$ cat config.mk
export PLATFORM = sky130hd
export DESIGN_NAME = instr_fetch_unit_flat
export DESIGN_NICKNAME = d
export VERILOG_FILES = /design/src/rtl/riscv_pkg.sv /design/src/rtl/instr_fetch_unit_if.sv /design/src/rtl/imm_gen.sv /design/src/rtl/instr_fetch_unit.sv /design/src/flat_wrapper.sv
export SDC_FILE = /design/constraint.sdc
export NUM_CORES = 1
export LEC_CHECK = 0
export CAP_MARGIN = 20
export CORE_UTILIZATION = 39
export DETAILED_ROUTE_END_ITERATION = 16
export PLACE_DENSITY = 0.83
export SYNTH_ARGS = -nofsm -noshare
export SYNTH_HDL_FRONTEND = slang
export SYNTH_SLANG_ARGS = --single-unit
$ cat constraint.sdc
create_clock -name clk -period 1.6 [get_ports clk]
set_input_delay 0.32 -clock clk [delete_from_list [all_inputs] [get_ports clk]]
set_output_delay 0.32 -clock clk [all_outputs]
set_load 0.01 [all_outputs]
$ cat src/rtl/riscv_pkg.sv
// rtl/riscv_pkg.sv - opcodes, fetch states and fault bit positions shared by the fetch unit
package riscv_pkg;

  localparam logic [6:0] OP_LOAD   = 7'b0000011;
  localparam logic [6:0] OP_IMM    = 7'b0010011;
  localparam logic [6:0] OP_JALR   = 7'b1100111;
  localparam logic [6:0] OP_STORE  = 7'b0100011;
  localparam logic [6:0] OP_BRANCH = 7'b1100011;
  localparam logic [6:0] OP_LUI    = 7'b0110111;

  typedef enum logic [1:0] {
    IDLE = 2'd0,
    REQ  = 2'd1,
    WAIT = 2'd2,
    DONE = 2'd3
  } fetch_state_t;

  localparam int FAULT_OVERRUN    = 0;
  localparam int FAULT_MISALIGNED = 1;
  localparam int FAULT_TIMEOUT    = 2;

endpackage

$ cat src/rtl/instr_fetch_unit_if.sv
// rtl/instr_fetch_unit_if.sv - instruction-memory read bus between fetch unit and memory
interface instr_fetch_unit_if;

  logic        mem_req;
  logic [31:0] mem_addr;
  logic [31:0] mem_rdata;
  logic        mem_ready;

  modport master (
    output mem_req,
    output mem_addr,
    input  mem_rdata,
    input  mem_ready
  );

  modport slave (
    input  mem_req,
    input  mem_addr,
    output mem_rdata,
    output mem_ready
  );

endinterface

$ cat src/rtl/imm_gen.sv
// rtl/imm_gen.sv - sign-extended immediate decode from a raw instruction word
module imm_gen
  import riscv_pkg::*;
(
  input  logic [31:0] instr,
  output logic [31:0] imm
);

  always_comb begin
    imm = '0;
    case (instr[6:0])
      OP_LOAD, OP_IMM, OP_JALR: imm = {{20{instr[31]}}, instr[31:20]};
      OP_STORE:                 imm = {{20{instr[31]}}, instr[31:25], instr[11:7]};
      OP_BRANCH:                imm = {{19{instr[31]}}, instr[31], instr[7],
                                       instr[30:25], instr[11:8], 1'b0};
      OP_LUI:                   imm = {instr[31:12], 12'b0};
      default:                  imm = '0;
    endcase
  end

endmodule

$ cat src/rtl/instr_fetch_unit.sv
// rtl/instr_fetch_unit.sv - PC register, instruction fetch FSM with timeout, IR and field decode
module instr_fetch_unit
  import riscv_pkg::*;
#(
  parameter logic [31:0] RESET_PC = 32'h0000_0000,
  parameter int unsigned TIMEOUT  = 15
) (
  input  logic                clk,
  input  logic                rst,
  input  logic                load_ir,
  input  logic                pc_write,
  input  logic                pc_write_cond,
  input  logic                alu_zero,
  input  logic                sel_mux_pc,
  input  logic [31:0]         alu_result,
  input  logic [31:0]         alu_out,
  instr_fetch_unit_if.master  mem,
  output logic [31:0]         pc,
  output logic [31:0]         instr,
  output logic                ir_valid,
  output logic                busy,
  output logic [6:0]          opcode,
  output logic [4:0]          rd,
  output logic [4:0]          rs1,
  output logic [4:0]          rs2,
  output logic [2:0]          funct3,
  output logic [6:0]          funct7,
  output logic [31:0]         imm,
  output logic [2:0]          fault
);

  localparam int CNT_W = $clog2(TIMEOUT + 1);

  fetch_state_t     state, state_next;
  logic [CNT_W-1:0] counter;
  logic             latch_addr, capture, zero_instr;
  logic             set_misaligned, set_timeout, cnt_clr, cnt_inc;
  logic             pc_load, overrun_hit;

  assign pc_load     = pc_write | (pc_write_cond & alu_zero);
  assign overrun_hit = load_ir && (state != IDLE);

  always_ff @(posedge clk) begin
    if (rst) state <= IDLE;
    else     state <= state_next;
  end

  always_comb begin
    state_next     = state;
    mem.mem_req    = 1'b0;
    busy           = 1'b0;
    ir_valid       = 1'b0;
    latch_addr     = 1'b0;
    capture        = 1'b0;
    zero_instr     = 1'b0;
    set_misaligned = 1'b0;
    set_timeout    = 1'b0;
    cnt_clr        = 1'b0;
    cnt_inc        = 1'b0;
    case (state)
      IDLE: begin
        if (load_ir) begin
          if (pc[1:0] != 2'b00) begin
            zero_instr     = 1'b1;
            set_misaligned = 1'b1;
            state_next     = DONE;
          end else begin
            latch_addr = 1'b1;
            state_next = REQ;
          end
        end
      end
      REQ: begin
        mem.mem_req = 1'b1;
        busy        = 1'b1;
        cnt_clr     = 1'b1;
        state_next  = WAIT;
      end
      WAIT: begin
        mem.mem_req = 1'b1;
        busy        = 1'b1;
        // A ready in the final allowed cycle still wins over the abort.
        if (mem.mem_ready) begin
          capture    = 1'b1;
          state_next = DONE;
        end else if (counter == CNT_W'(TIMEOUT - 1)) begin
          set_timeout = 1'b1;
          zero_instr  = 1'b1;
          state_next  = DONE;
        end else begin
          cnt_inc = 1'b1;
        end
      end
      DONE: begin
        ir_valid   = 1'b1;
        state_next = IDLE;
      end
      default: state_next = IDLE;
    endcase
  end

  always_ff @(posedge clk) begin
    if (rst) begin
      pc           <= RESET_PC;
      instr        <= '0;
      mem.mem_addr <= '0;
      counter      <= '0;
      fault        <= '0;
    end else begin
      if (pc_load)    pc <= sel_mux_pc ? alu_out : alu_result;
      // Address is frozen at fetch start so PC writes cannot redirect a fetch in flight.
      if (latch_addr) mem.mem_addr <= pc;
      if (capture)         instr <= mem.mem_rdata;
      else if (zero_instr) instr <= '0;
      if (cnt_clr)      counter <= '0;
      else if (cnt_inc) counter <= counter + CNT_W'(1);
      if (set_timeout)    fault[FAULT_TIMEOUT]    <= 1'b1;
      if (set_misaligned) fault[FAULT_MISALIGNED] <= 1'b1;
      if (overrun_hit)    fault[FAULT_OVERRUN]    <= 1'b1;
    end
  end

  assign opcode = instr[6:0];
  assign rd     = instr[11:7];
  assign funct3 = instr[14:12];
  assign rs1    = instr[19:15];
  assign rs2    = instr[24:20];
  assign funct7 = instr[31:25];

  imm_gen u_imm_gen (
    .instr (instr),
    .imm   (imm)
  );

endmodule

$ cat src/flat_wrapper.sv
// flat-port wrapper written by rule: the top's interface ports become plain ports
module instr_fetch_unit_flat import riscv_pkg::*;
#(
  parameter logic [31:0] RESET_PC = 32'h0000_0000,
  parameter int unsigned TIMEOUT  = 15
)
  (clk, rst, load_ir, pc_write, pc_write_cond, alu_zero, sel_mux_pc, alu_result, alu_out, pc, instr, ir_valid, busy, opcode, rd, rs1, rs2, funct3, funct7, imm, fault, mem_mem_req, mem_mem_addr, mem_mem_rdata, mem_mem_ready);
  instr_fetch_unit_if mem_i ();
  input  logic clk;
  input  logic rst;
  input  logic load_ir;
  input  logic pc_write;
  input  logic pc_write_cond;
  input  logic alu_zero;
  input  logic sel_mux_pc;
  input  logic [31:0] alu_result;
  input  logic [31:0] alu_out;
  output logic [31:0] pc;
  output logic [31:0] instr;
  output logic ir_valid;
  output logic busy;
  output logic [6:0] opcode;
  output logic [4:0] rd;
  output logic [4:0] rs1;
  output logic [4:0] rs2;
  output logic [2:0] funct3;
  output logic [6:0] funct7;
  output logic [31:0] imm;
  output logic [2:0] fault;
  output wire logic [$bits(mem_i.mem_req)-1:0] mem_mem_req;
  output wire logic [$bits(mem_i.mem_addr)-1:0] mem_mem_addr;
  input wire logic [$bits(mem_i.mem_rdata)-1:0] mem_mem_rdata;
  input wire logic [$bits(mem_i.mem_ready)-1:0] mem_mem_ready;
  assign mem_mem_req = mem_i.mem_req;
  assign mem_mem_addr = mem_i.mem_addr;
  assign mem_i.mem_rdata = mem_mem_rdata;
  assign mem_i.mem_ready = mem_mem_ready;
  instr_fetch_unit #(.RESET_PC(RESET_PC), .TIMEOUT(TIMEOUT)) u_core (.clk(clk), .rst(rst), .load_ir(load_ir), .pc_write(pc_write), .pc_write_cond(pc_write_cond), .alu_zero(alu_zero), .sel_mux_pc(sel_mux_pc), .alu_result(alu_result), .alu_out(alu_out), .mem(mem_i), .pc(pc), .instr(instr), .ir_valid(ir_valid), .busy(busy), .opcode(opcode), .rd(rd), .rs1(rs1), .rs2(rs2), .funct3(funct3), .funct7(funct7), .imm(imm), .fault(fault));
endmodule
Word-level counts from Yosys, hierarchy flattened --
Index checks and enable logic that the tools add are counted.
Operators by class: add/subtract/negate cells 1, eq/ne operators 12, mux-type cells 27, bitwise logic cells 2, reduce and logical (&&, ||, !) cells 9
Operators with widths (number):
- 32-bit case mux with 4 select lines | 1
- 32-bit 2-to-1 mux | 3
- 1-bit 2-to-1 mux | 17
- 7-bit by 6-bit == test with 1-bit output (second input constant) | 2
- 7-bit == test (second input constant) | 2
- 2-bit 2-to-1 mux | 4
- 2-bit case mux with 4 select lines | 1
- 7-bit by 2-bit == test with 1-bit output (second input constant) | 1
- 7-bit by 5-bit == test with 1-bit output (second input constant) | 1
- 2-bit nonzero test | 3
- 4-bit by 1-bit adder with 4-bit output (second input constant) | 1
- 2-bit == test (second input constant) | 2
- 4-bit == test (second input constant) | 1
- 2-bit OR reduction | 2
- 3-bit by 2-bit inequality test with 1-bit output (second input constant) | 1
- 3-bit OR reduction | 1
- 2-bit by 1-bit == test with 1-bit output (second input constant) | 1
- 2-bit zero test | 1
- 2-bit inequality test (second input constant) | 1
- 1-bit case mux with 2 select lines | 1
- 2-bit AND reduction | 1
- 1-bit AND | 1
- 1-bit logical AND | 1
- 1-bit OR | 1
Storage, ports and cells: register bits 105, input port bits 104, output and inout bits 166, logic and storage cells 59

Logic depth before layout (Yosys ltp) --
Gate-level depths: netlist of the first run.
depth after elaboration 6, mapped depth 7

Modules after synthesis --
Synthesis of the first run repeated with hierarchy kept, for this count alone.
Second synthesis, totals: cell total of the unflattened synthesis 592, area total of the unflattened synthesis 4991.0 um^2
By module, submodules not included:
- instr_fetch_unit | instances 1, cells each 516, area an instance 4534.3 um^2
- imm_gen | instances 1, cells each 76, area an instance 456.7 um^2

Worst setup path after synthesis of the first run --
OpenSTA, ideal clock, no wires.
path kind reg2out, from register u_core.instr[6], to output port imm[12], arrival 1267 ps, slack 13 ps, cell stages (with the launch flop) 5, cells stage by stage dfxtp_1 > nand2b_2 > nand4_4 > buf_2 > a21oi_1
Between the ends: word-level cells in the longest chain between the ends 3, elaborated cells on any way between the ends 8, classes of those cells 6 x eq/ne; 1 x mux; 1 x reduce/logical
RTL lines:
- start, declared | line instr_fetch_unit.sv:19 | output logic [31:0] instr,
- start signal, assigned | line instr_fetch_unit.sv:113 | if (capture) instr <= mem.mem_rdata;
- 7-bit by 2-bit == test with 1-bit output (tied with other cells) | line imm_gen.sv:11 | case (instr[6:0])
- 3-bit OR reduction | line imm_gen.sv:11
- 32-bit case mux with 4 select lines (*) | line imm_gen.sv:11
- end, declared | line flat_wrapper.sv:28 | output logic [31:0] imm;
Every way passes the cells marked *; elsewhere a longest branch is shown, timed or not.

Final worst setup path of the first run --
from register u_core.instr[6], to output port imm[21]
The elaborated chain is that of the path after synthesis.

==> metrics.txt, run 1 <==
post-synthesis cell area 0.004989 sq mm; asr flop ratio synth 0%; pwr dens 925.3 mW/mm^2; crit-path max FO 6; share of cells above drive strength 1 25.86%; # rows 40; Slowest-stage cell, CP dfxtp_4; largest net degree at the start of global routing 64; worst IR drop on VDD 0.0005278 V; RSZ-0062 raised after global routing true; io pins 270; Die Width 115.1 um; CTS tree done; Post-Syn Nets 703; die area 0.01325 sq mm; synth top area cells dfxtp_1 (42%), a21oi_1 (8.6%), nand2_1 (8.6%); via/cell ratio 5.645; CP Data Arrival Time 1810 ps; CTS Sinks 105; Largest stage delay, worst path 380 ps; max-cap viol count 0; number of diodes 0; DP Cell Count between 900 and 1k; Iteration-0 DRC Markers 628; Tot GR Track Use about 28%; wirelength, routed between 20 and 25 mm; post-synth top area cell dfxtp_1; Crit Path Class reg2out; Req. time, crit path roughly 1300 ps; failing checks setup timing; cell breakdown of the critical path buf_6 -> nand2b_4 -> buf_4 -> nand4_4 -> a21oi_2 -> buf_2; Root Driver clkbuf_16; Synth Instances 592; # DRC 0; crit end category output port; number of synthesized flops with an enable pin 0; Area Growth Syn to Fin 78.23%; Die Ht between 100 and 150 um; #FFs+latches synth 105; Overall Power between 8 and 9 mW; hpwl dp between 10 and 15 mm; Hold Crit Class in2reg; Max Freq ~470 MHz; Placeable Area 0.01226 sq mm; Hold Buf Count CTS 0; pre-CTS WS -466.3 ps; Warnings, synthesis 0; Distinct cells, synth 45; H-tree depth 3; initial antenna violation count 0; # setup viols final 32; Clock Latency Late Sink 340 ps; Clock Path Buffers 2; most frequent cells after synthesis nand2_1 (114), dfxtp_1 (105), a21oi_1 (86); cts bufs inserted 9; crit start category flip-flop; Slew @ Worst Pin 375.3 ps; Initial Utilization 40.68%; Mean Syn Cell Area 8.427 sq um; gpl congestion 0.9322; worst setup margin -525.8 ps; vias in the first global route 5507; grt ovf 0; top-area cell type share of the netlist area between 40% and 50%; clock skew 7.772 ps; Slew HR ~75%; outcome finished with violations; global-route wire length before repair 29.08 mm; wire per inst 19.75 um; register area share after synthesis 42.14%; Pre-Repair DR Iteration Count 5; main flop type after synthesis dfxtp_1; Non-Filler Instances roughly 1.0k; Final #Nets 976; Final Hold Viols 0; DR vias 5859; Leakage Power between 4 and 5 nW; ANT nets after route 0; clock-pin slew on the worst setup and hold paths about 80 ps; max-slew violation count 0; IO Port Bufs 269; Final period util 132.9%; minimum clock period 2126 ps; count leader, synth nand2_1
[layer usage]
metal | part of all wire (%) | wire length [um] | GRT usage, % | vias up
li1 | - | - | - | 2619
met1 | 35 | 7200 | 30.12 | 2746
met2 | 50 | 10220 | 50.12 | 413
met3 | 11 | 2202 | 9.067 | 81
met4 | 4.3 | 873 | 14.89 | 0
met5 | 0 | 0 | 0 | -
[placed cells by master (no fill, tap or decap), types with 5 or more instances in the layout]
cell,n
a211oi_1,32
a21oi_1,67
a21oi_2,19
and2_4,6
buf_12,15
buf_2,26
buf_4,42
buf_6,20
clkbuf_16,10
clkbuf_2,5
clkdlybuf4s50_1,131
dfxtp_1,81
dfxtp_2,19
dfxtp_4,5
dlygate4sd2_1,65
dlymetal6s2s_1,32
ha_1,5
inv_1,8
mux2i_1,34
nand2_1,94
nand2_4,16
nor2_1,37
o2111ai_1,31
[path summary, 6_finish.rpt]
path	startpoint	to	slack, ps	cells after the start
max reg2reg	u_core.counter[1]	u_core.instr[28]	20	5
min reg2reg	u_core.mem.mem_addr[13]	u_core.mem.mem_addr[13]	460	2
max	u_core.instr[6]	imm[21]	-530	6
min	rst	u_core.fault[2]	240	2
[power breakdown]
part	leakage [nW]	switching (mW)	internal [mW]
Sequential	0.871	0.244	2.88
Combinational	3.33	1.47	1.38
Clock	0.142	1.03	1.23
Total	4.34	2.75	5.48
[sequential cells by signal, indices dropped and copies added (netlist names)]
register	count
u_core.counter	4
u_core.pc	32
u_core.state	2
u_core.mem.mem_addr	32
u_core.instr	32
u_core.fault	3
[cell type report]
type / instances / area (sq um)
Clock buffer: 9 / 225.2
Multi-Input combinational cell: 398 / 2785
Clock inverter: 7 / 76.32
Sequential cell: 105 / 2145
Inverter: 8 / 30.03
Fill cell: 805 / 3371
Timing Repair Buffer: 343 / 3420
Tap cell: 168 / 210.2
[repair_timing]
item | in CTS | in global routing
setup buffers | 18 | 6
resized for setup | 288 | 103
setup endpoints to repair | 117 | 79
cloned | 6 | 2
pin swaps | 25 | 31
hold endpoints to repair | 0 | 0
[worst max-delay path: cells and delay by family (launching register included)]
family | cells | cell delay (ps)
AO/OA/AOI/OAI | 1 | 280
buffers and inverters | 3 | 460
flip-flops | 1 | 380
AND/OR/NAND/NOR | 2 | 350
[cells by family after synthesis]
family	count (synthesis)	synth area share, %
and+or+nand+nor	184	16.40
adders and majority gates	7	1.756
buffers and inverters	92	10.36
DFF	105	42.14
muxes	34	6.822
AOI/OAI and AO/OA	170	22.52
[stage by stage]
stage	util, %	hold WS [ps]	cell area [sq um]	TNS (ps)
2_1_floorplan	-	456.0	4989	0
3_3_place_gp	64.34	440.5	7889	-10920
3_5_place_dp	64.34	445.9	7889	-15730
4_1_cts	69.26	218.7	8492	-10890
5_1_grt	72.51	238.9	8891	-14670
6_report	72.51	237.7	8891	-12880
Power figures use the tool's default switching activity.
==> inputs of run 2 (changes only) <==
--- a/config.mk
+++ b/config.mk
@@ -6,9 +6,11 @@
 export NUM_CORES = 1
 export LEC_CHECK = 0
 export CAP_MARGIN = 20
-export CORE_UTILIZATION = 39
+export CORE_UTILIZATION = 45
 export DETAILED_ROUTE_END_ITERATION = 16
-export PLACE_DENSITY = 0.83
+export DONT_BUFFER_PORTS = 1
+export PLACE_DENSITY = 0.63
+export SKIP_LAST_GASP = 1
 export SYNTH_ARGS = -nofsm -noshare
 export SYNTH_HDL_FRONTEND = slang
 export SYNTH_SLANG_ARGS = --single-unit
==> constraint.sdc (replaced) <==
create_clock -name clk -period 2 [get_ports clk]
set_input_delay 0.4 -clock clk [delete_from_list [all_inputs] [get_ports clk]]
set_output_delay 0.4 -clock clk [all_outputs]
set_load 0.01 [all_outputs]
==> run 2 against run 1 <==
Compared with the run above: the run now ends clean; register-to-register slack improved by 330 ps; clock-buffer cell count increased by 1; non-clock buffer count decreased by 317; critical endpoint is now imm[20]; combinational power decreased by 60%; first-iteration DRC count decreased by 68%; utilization decreased by 24 points; clock skew increased by 1.5 ps; highest routed layer unchanged; setup slack improved by 530 ps; critical path depth decreased by 2; die area decreased by 13%.
==> metrics.txt, run 2 (synthesized netlist as in run 1, its figures left out) <==
Max Freq 500.5 MHz; vias in the first global route 3798; global-route wire length before repair 19.64 mm; Largest stage delay, worst path 380 ps; via/cell ratio 5.948; grt ovf 0; Design Area, Final around 0.0053 sq mm; Final #Nets between 600 and 700; Area Growth Syn to Fin 5.643%; worst IR drop on VDD 0.0004956 V; IO Port Bufs 0; worst reg-to-reg path cell count 6; Initial Utilization 46.02%; Hold Crit Depth 1; Clock Path Buffers 2; Cell Area, Placed 0.004893 sq mm; ANT nets after route 0; crit-path max FO 6; # rows 38; Hold Crit Endpoint u_core.instr[31]; clock skew 9.238 ps; CTS Sinks 105; largest net degree at the start of global routing 106; pwr dens 933.0 mW/mm^2; hpwl dp 8.987 mm; CP Data Arrival Time 1600 ps; CTS tree done; Root Driver clkbuf_8; gpl congestion 0.8182; minimum clock period 1998 ps; Clock Latency Late Sink 360 ps; commonest non-fill, non-tap cell in the layout nand2_1; Crit Path Class reg2out; Die Width 107.3 um; Iteration-0 DRC Markers 200; # DRC 0; Largest regs u_core.instr (32), u_core.mem.mem_addr (32), u_core.pc (32); r2r setup slk 350 ps; H-tree depth 3; Placeable Area 0.01084 sq mm; max-slew violation count 0; io pins 270; Hold Buf Count CTS 0; number of diodes 0; post-layout util 48.62%; Tot GR Track Use 22.26%; hold path startpoint rst; clock-pin slew on the worst setup and hold paths 100 ps; # setup viols final 0; Final period util 99.89%; Slew @ Worst Pin 509.4 ps; Final Hold Viols 0; worst r2r src u_core.state[0]; wire per inst ~20 um; Die Ht 107.3 um; Req. time, crit path 1600 ps; Slew HR 65.99%; RSZ-0062 raised after global routing true; crit start category flip-flop; share of cells above drive strength 1 15.61%; die area 0.01151 sq mm; capture point of the worst reg-to-reg path u_core.instr[2]; initial antenna violation count 0; Pre-Repair DR Iteration Count 4; commonest non-fill, non-tap cells in the layout nand2_1 (113), dfxtp_1 (100), a21oi_1 (68), nor2_1 (38), mux2i_1 (34); Overall Power approximately 4.9 mW; Hold Crit Class in2reg; max-cap viol count 0; Leakage Power 1.813 nW; outcome finished clean; DR vias 4110; cell breakdown of the critical path and4b_2 -> buf_2 -> nand2_1 -> a21oi_2; wirelength, routed 13.54 mm; Slowest-stage cell, CP dfxtp_4; crit end category output port; cts bufs inserted 9
[run 2: per-stage QoR]
step	worst slack [ps]	TNS, ps	hold slack, ps	std cells
global placement	389.5	0	476.7	670
floorplan	333.5	0	469.0	592
detailed placement	279.0	0	479.4	670
finish	2.116	0	92.00	691
CTS	-36.23	-329.5	63.67	687
global route	-58.01	-773.0	60.40	691
[run 2: repair_timing]
| action | 4_1_cts | 5_1_grt |
|---|---|---|
| endpoints found under the setup margin | 31 | 31 |
| setup buffers | 1 | 1 |
| gates resized for setup | 11 | 40 |
| pin swaps | 1 | 14 |
| gates cloned | 1 | 3 |
[run 2: metal layers]
metal | part of all wire [%] | global-route usage [%] | vias to the layer above
li1 | - | - | 1968
met1 | 37 | 22.89 | 1890
met2 | 50 | 40.88 | 221
met3 | 8.7 | 6.780 | 31
met4 | 3.5 | 10.67 | 0
met5 | 0 | 0 | -
[run 2: layout make-up]
class / count / area, sq um
Clock inverter: 5 / 32.53
Timing Repair Buffer: 26 / 255.2
Fill cell: 1049 / 5570
Inverter: 8 / 30.03
Tap cell: 140 / 175.2
Multi-Input combinational cell: 397 / 2534
Clock buffer: 10 / 127.6
Sequential cell: 105 / 2116
[run 2: how the worst max path moves through the flow]
stage,startpoint,endpoint,slack (ps),cells past startpoint
final,u_core.instr[6],imm[20],2,4
after global placement,u_core.instr[6],imm[22],390,3
after CTS,u_core.instr[6],imm[28],-40,5
after floorplan,u_core.instr[6],imm[12],330,4
after global routing,u_core.instr[2],imm[2],-60,4
after detailed placement,u_core.instr[6],imm[28],280,4
[run 2: critical path, delay by kind of cell, from the launching register on]
| kind | cells | cell delay (ps) |
|---|---|---|
| DFF | 1 | 380 |
| buffers and inverters | 1 | 200 |
| AOI/OAI and AO/OA | 1 | 220 |
| and+or+nand+nor | 2 | 440 |
[run 2: where the power goes]
part	switching (mW)	internal, mW
clock network	0.715	0.448
registers	0.317	2.29
logic	0.728	0.416
total	1.76	3.16
==> inputs of run 3 (changes only) <==
--- a/config.mk
+++ b/config.mk
@@ -7,6 +7,7 @@
 export LEC_CHECK = 0
 export CAP_MARGIN = 20
 export CORE_UTILIZATION = 45
+export CTS_CLUSTER_DIAMETER = 120
 export DETAILED_ROUTE_END_ITERATION = 16
 export DONT_BUFFER_PORTS = 1
 export PLACE_DENSITY = 0.63
==> results of run 3 <==
Same layout as run 2: the final DEF is identical, and so are final timing and power.
